## src/rtl/addr_mode_seq.sv

```systemverilog
// Bus-cycle sequencer for one 6502 instruction across all eight addressing classes.
// One-hot registered state strobes, RDY stalling, optional forced page-fix on writes, cycle index.
module addr_mode_seq #(
    parameter bit          CROSS_ALWAYS = 1'b1,
    parameter int unsigned CYC_W        = 3
) (
    input  logic             CLK,
    input  logic             R,
    input  logic             RDY,
    input  logic [2:0]       MODE,
    input  logic             WR,
    input  logic             CI,
    output logic             S0,
    output logic             SOP,
    output logic             SLO,
    output logic             SHI,
    output logic             SIX,
    output logic             SIL,
    output logic             SIH,
    output logic             SCO,
    output logic             SLR,
    output logic [2:0]       MD,
    output logic [CYC_W-1:0] CYC
);

    typedef enum logic [8:0] {
        StIdle = 9'b0_0000_0001,
        StOp   = 9'b0_0000_0010,
        StLo   = 9'b0_0000_0100,
        StHi   = 9'b0_0000_1000,
        StIx   = 9'b0_0001_0000,
        StIl   = 9'b0_0010_0000,
        StIh   = 9'b0_0100_0000,
        StCo   = 9'b0_1000_0000,
        StLr   = 9'b1_0000_0000
    } state_e;

    localparam logic [2:0] ModeImp  = 3'd0;
    localparam logic [2:0] ModeImm  = 3'd1;
    localparam logic [2:0] ModeZp   = 3'd2;
    localparam logic [2:0] ModeZpx  = 3'd3;
    localparam logic [2:0] ModeAbs  = 3'd4;
    localparam logic [2:0] ModeAbsx = 3'd5;
    localparam logic [2:0] ModeIndy = 3'd6;
    localparam logic [2:0] ModeIndx = 3'd7;

    state_e           state_q, state_d;
    logic [2:0]       md_q, md_d;
    logic             wr_q, wr_d;
    logic [CYC_W-1:0] cyc_q, cyc_d;
    logic             fix;

    // Writes may be forced through the fix cycle so the bus never writes a wrong page.
    assign fix = CI | (CROSS_ALWAYS & wr_q);

    always_comb begin
        state_d = state_q;
        md_d    = md_q;
        wr_d    = wr_q;
        cyc_d   = cyc_q;
        if (RDY) begin
            unique case (state_q)
                StIdle: state_d = StOp;
                StOp: begin
                    md_d    = MODE;
                    wr_d    = WR;
                    state_d = (MODE == ModeImp || MODE == ModeImm) ? StLr : StLo;
                end
                StLo: begin
                    case (md_q)
                        ModeZpx, ModeIndx:  state_d = StIx;
                        ModeAbs, ModeAbsx:  state_d = StHi;
                        ModeIndy:           state_d = StIl;
                        default:            state_d = StLr;
                    endcase
                end
                StHi:    state_d = (md_q == ModeAbsx && fix) ? StCo : StLr;
                StIx:    state_d = (md_q == ModeIndx) ? StIl : StLr;
                StIl:    state_d = StIh;
                StIh:    state_d = (md_q == ModeIndy && fix) ? StCo : StLr;
                StCo:    state_d = StLr;
                StLr:    state_d = StOp;
                default: state_d = StIdle;
            endcase
            if (state_d == StOp) begin
                cyc_d = '0;
            end else if (cyc_q != '1) begin
                cyc_d = cyc_q + CYC_W'(1);
            end
        end
    end

    always_ff @(posedge CLK or negedge R) begin
        if (!R) begin
            state_q <= StIdle;
            md_q    <= '0;
            wr_q    <= 1'b0;
            cyc_q   <= '0;
        end else begin
            state_q <= state_d;
            md_q    <= md_d;
            wr_q    <= wr_d;
            cyc_q   <= cyc_d;
        end
    end

    assign S0  = state_q[0];
    assign SOP = state_q[1];
    assign SLO = state_q[2];
    assign SHI = state_q[3];
    assign SIX = state_q[4];
    assign SIL = state_q[5];
    assign SIH = state_q[6];
    assign SCO = state_q[7];
    assign SLR = state_q[8];
    assign MD  = md_q;
    assign CYC = cyc_q;

endmodule

```

## config.mk

```make
export PLATFORM = sky130hd
export DESIGN_NAME = addr_mode_seq
export DESIGN_NICKNAME = d
export VERILOG_FILES = /design/src/rtl/addr_mode_seq.sv
export SDC_FILE = /design/constraint.sdc
export NUM_CORES = 1
export LEC_CHECK = 0
export CAP_MARGIN = 20
export CORE_MARGIN = 2
export CORE_UTILIZATION = 49
export CTS_CLUSTER_SIZE = 10
export DETAILED_ROUTE_END_ITERATION = 12
export PLACE_DENSITY = 0.82
export SKIP_LAST_GASP = 1
export SYNTH_ARGS = -nofsm -noshare
export SYNTH_HDL_FRONTEND = slang
export SYNTH_SLANG_ARGS = --single-unit
```

## constraint.sdc

```tcl
create_clock -name CLK -period 3 [get_ports CLK]
set_clock_uncertainty 0.2 [all_clocks]
set_input_delay 0.45 -clock CLK [delete_from_list [all_inputs] [get_ports CLK]]
set_output_delay 0.45 -clock CLK [all_outputs]
set_load 0.05 [all_outputs]
```

# After elaboration in Yosys (flattened, before gate mapping)
# Index checks and enable logic that the tools add are counted.
word_totals:
  ff_bits: 16
  in_bits: 8
  output_inout_bits: 15
  elab_cells: 42
classes:
  n_addsub: 1
  n_eq_ne: 17
  n_mux: 9
  n_bitwise: 1
  reduce_logical: 10
ops:
  columns: ["operator", "count"]
  rows:
  - ["$pmux W9 S8", 1]
  - ["$mux W9", 5]
  - ["$pmux W9 S3", 1]
  - ["$eq A9 B2 Y1 const B", 2]
  - ["$eq A3 B3 Y1 const B", 4]
  - ["$eq A9 B1 Y1 const B", 1]
  - ["$eq A9 B3 Y1 const B", 1]
  - ["$eq A9 B4 Y1 const B", 1]
  - ["$eq A9 B5 Y1 const B", 1]
  - ["$eq A9 B6 Y1 const B", 1]
  - ["$eq A9 B7 Y1 const B", 1]
  - ["$eq A9 B8 Y1 const B", 1]
  - ["$eq A9 B9 Y1 const B", 1]
  - ["$mux W3", 2]
  - ["$reduce_or A2 Y1", 3]
  - ["$reduce_and A2 Y1", 2]
  - ["$add A3 B1 Y3 const B", 1]
  - ["$eq A3 B1 Y1 const B", 1]
  - ["$eq A3 B2 Y1 const B", 1]
  - ["$logic_not A3 Y1", 1]
  - ["$ne A3 B3 Y1 const B", 1]
  - ["$logic_and A1 B1 Y1", 2]
  - ["$reduce_bool A2 Y1", 1]
  - ["$logic_or A1 B1 Y1", 1]
  - ["$or A1 B1 Y1", 1]

# Logic depth before layout (Yosys ltp)
depth:
  word_depth: 8
  ltp_mapped: 5
  ltp_nobuf: 5

# Worst setup path before layout
# OpenSTA, ideal clock, no wires.
synth_timing:
  path_kind: "register to register"
  start: "reg state_q[2]"
  end: "reg md_q[0], in the netlist MD[0]"
  setup_time_ns: 0.125
  t_arrival_ns: 2.196
  t_required_ns: 2.675
  slack_ns: 0.480
  path_stages_with_launch: 6
  n_path_buf: 1
  synth_period_minus_slack_ns: 2.520
  path_cell_list: "dfrtp_1 > buf_6 > or4_4 > or4_4 > nor2_4 > mux2_2"
synth_between:
  elab_chain_cells: 2
synth_lines:
  columns: ["element", "line", "rtl"]
  rows:
  - ["start: declaration", "47", "state_e state_q, state_d;"]
  - ["start signal: assignment", "95", "state_q <= StIdle;"]
  - ["start signal: assignment", "100", "state_q <= state_d;"]
  - ["$eq A9 B2 Y1", "62", "unique case (state_q)"]
  - ["$reduce_and A2 Y1 (no line)", null, null]
  - ["end signal: assignment", "101", "md_q <= md_d;"]
  - ["end: declaration", "48", "logic [2:0] md_q, md_d;"]
# Every way passes these cells.
# A chain may end at the register's enable or synchronous reset.

# Worst setup path in the final report
layout_timing:
  start: "reg state_q[0]"
  end: "out S0"
layout_rtl:
  columns: ["element", "line", "rtl"]
  rows:
  - ["end: declaration", "13", "output logic S0,"]
# No word-level cell between the ends.

==> metrics.md <==
| Metric | Value |
|---|---|
| Die area | 2410 um2 |
| Largest net degree at the start of global routing | 19 |
| Chip Width | 49.1 um |
| CP endpoint kind | output pin |
| Max capacitance violation total | 0 |
| Net Switching | 0.510 mW |
| Net Sw Frac | 47.2% |
| Pleak | 0.496 nW |
| # diodes | 0 |
| Slew Limit Headroom | 52.9% |
| Mapped Cells | 99 |
| Setup violators final | 0 |
| DRT antenna net count | 0 |
| Setup TNS | 0 ns |
| Critical Path RT | 2.35 ns |
| Setup ws final | 0.611 ns |
| Register area share after synthesis | 40.3% |
| Global-route wire length before repair | 3860 um |
| Worst EP arrival | 1.74 ns |
| Worst skew pair latency | 0.29 ns |
| Mapped cell area | 996 um2 |
| Rows | 16 |
| Gpl congestion | 0.885 |
| Dpl ws | 0.667 ns |
| Post-cts sizing count | 0 |
| Final HPWL DP | 1650 um |
| Worst setup SP type | flip-flop |
| Peak VDD IR | 747 uV |
| Sequential share of power | 35.8% |
| Status | complete, no violations |
| Vias per inst | 6.03 |
| Number of remaining DRC errors | 0 |
| Tcrit/Tclk final | 79.6% |
| CP Buf/Inv Count | 1 |
| Xor/xnor share of the synthesized area | 2.64% |
| CP Cell Sequence | clkdlybuf4s50_1 |
| Cell count after placement | 144 |
| Clock power frac | 13.1% |
| Clk root buf | clkbuf_4 |
| Vias in the first global route | 852 |
| GR Util All Layers | 20.7% |
| Final nets | 132 |
| Slowest Stage Delay on Critical Path | 0.83 ns |
| Total global routing overflow | 0 |
| CP delay by family, top | buffers and inverters |
| Fin crit period | 2.39 ns |
| Crit Path Class | reg -> out |
| Mux share of post-synthesis cell area | 6.78% |
| Final non-filler cell total | 148 |
| Worst min-delay path category | reg -> reg |
| Worst-Margin Slew | 0.704 ns |
| Die height | 49.1 um |
| Total CTS buffers | 3 |
| Final hold violations | 0 |
| Wirelength per Cell | 15.0 um |
| Clock slew at reported path FFs | 0.09 ns |
| CTS sink count | 16 |
| Hold-fix buffers at CTS | 0 |
| Slowest CP cell | clkdlybuf4s50_1 |
| Ports | 23 |
| Slew Limit Fails | 0 |
| # H-tree levels | 1 |
| Area Growth Syn to Fin | 26.1% |
| Syn_nets | 109 |
| CP max FO | 8 |
| Starting Density | 51.3% |
| Clk buf depth | 2 |
| Synthesized flop and latch total | 16 |
| Number of setup buffers added after CTS | 0 |
| Total power | 1.08 mW |
| Ys Warns | 0 |
| Largest family of logic cells by synthesized area | simple AND/OR/NAND/NOR gates |
| RSZ-0062 raised after global routing | no |
| Core area | 1940 um2 |
| Max Fclk | 419 MHz |
| Post-synth cell types | 39 |
| Synthesized area per cell | 10.1 um2 |
| Initial DRC count | 32 |
| Post-Route WL | 2220 um |
| Logic pwr share | 51.1% |
| Simple-gate share of the synthesized area | 20.9% |
| Drt pass-1 iters | 4 |
| Layout cells sized above 1 | 14.9% |
| Initial antenna violation count | 0 |
| Post-synthesis compound-gate area fraction | 20.5% |
| P per Cell Area | 859 nW/um2 |
| Port bufs | 22 |
| Cell internal pwr | 0.570 mW |
| Vias | 893 |
| Synth Area in Adders | 2.51% |
| CTS tree | done |
[power by group through the flow]
stage | clock, mW | sequential, mW | combinational (mW)
6_report | 0.141 | 0.386 | 0.551
5_1_grt | 0.159 | 0.398 | 0.590
4_1_cts | 0.144 | 0.385 | 0.555
3_5_place_dp | 0 | 0.389 | 0.552
3_3_place_gp | 0 | 0.385 | 0.545
2_1_floorplan | 0 | 0.544 | 0.222
[cells in the mapped netlist]
cell type / count / share of area (%)
o31ai_1: 1 / 0.75
nor2_4: 1 / 1.1
or4_4: 2 / 2.3
o2111ai_1: 1 / 0.88
nand3_1: 5 / 2.5
nand4b_1: 1 / 0.88
ha_1: 2 / 2.5
o41ai_2: 1 / 1.6
xor2_1: 3 / 2.6
dfrtp_1: 15 / 38
nor2_1: 6 / 2.3
clkbuf_2: 1 / 0.50
o22a_1: 1 / 0.88
nor3b_1: 3 / 2.3
or2b_2: 1 / 0.88
o21ai_0: 6 / 3.0
and4_1: 1 / 0.88
nor2b_1: 1 / 0.63
nor4b_1: 1 / 0.88
o32ai_1: 2 / 1.8
inv_1: 7 / 2.6
a21oi_1: 2 / 1.0
dfstp_2: 1 / 2.6
nand3b_1: 2 / 1.5
nand2_1: 2 / 0.75
nand4_1: 4 / 2.5
a22o_1: 2 / 1.8
mux2_2: 6 / 6.8
o32a_2: 1 / 1.1
a41o_1: 1 / 1.0
a211oi_1: 1 / 0.75
a21boi_0: 1 / 0.75
o211ai_1: 2 / 1.5
a22oi_1: 1 / 0.75
o22ai_1: 3 / 1.9
buf_6: 2 / 2.3
buf_2: 2 / 1.0
nor3_1: 3 / 1.5
a311o_1: 1 / 1.0
[final timing paths]
check | from | to | slack, ns | cells past startpoint
min reg2reg | wr_q | wr_q | 0.32 | 1
min | wr_q | wr_q | 0.32 | 1
max | state_q[0] | S0 | 0.61 | 1
min in group asynchronous | R | state_q[6] | 0.38 | 1
max in group asynchronous | R | state_q[2] | 1.78 | 1
max reg2reg | state_q[8] | MD[2] | 0.67 | 4
[cell families after synthesis]
| logic type | Yosys count |
|---|---|
| flip-flops | 16 |
| XOR/XNOR | 3 |
| multiplexers | 6 |
| buffers and inverters | 12 |
| adder cells (fa/ha/maj) | 2 |
| AND/OR/NAND/NOR | 33 |
| AO/OA/AOI/OAI | 27 |
[state kept, by name (all words and copies together) (netlist names)]
| register | count |
|---|---|
| wr_q | 1 |
| CYC | 3 |
| MD | 3 |
| state_q | 9 |
[per-layer routing]
| layer | global-route usage (%) | vias up | share of wire, % |
|---|---|---|---|
| met2 | 35.1 | 41 | 50 |
| met4 | 7.14 | 0 | 0.81 |
| li1 | - | 426 | - |
| met3 | 4.29 | 2 | 7.0 |
| met1 | 26.0 | 424 | 42 |
| met5 | 0 | - | 0 |
[cells in the final DEF, fill, tap and decap left out, types with 4 or more instances in the layout]
cell type / instances
nand4_1: 4
dfrtp_1: 15
clkdlybuf4s50_1: 22
nor2_1: 6
o21ai_0: 6
nand3_1: 5
inv_1: 7
mux2_2: 6
[final cells by class]
class,count,area (um2)
fillers,170,686
multi-input cells,71,531
well taps,27,33.8
repair buffers,23,228
inverters,7,26.3
clock buffers,4,36.3
flip-flops and latches,16,402
[metrics by stage]
stage / hold WS (ns) / utilization [%] / instance area, um2
6_report: 0.318 / 64.7 / 1260
2_1_floorplan: -0.0456 / - / 996
5_1_grt: 0.359 / 64.7 / 1260
3_5_place_dp: 0.302 / 62.8 / 1220
3_3_place_gp: 0.296 / 62.8 / 1220
4_1_cts: 0.325 / 64.7 / 1260
Note: power is estimated with default switching activity, not from simulation.
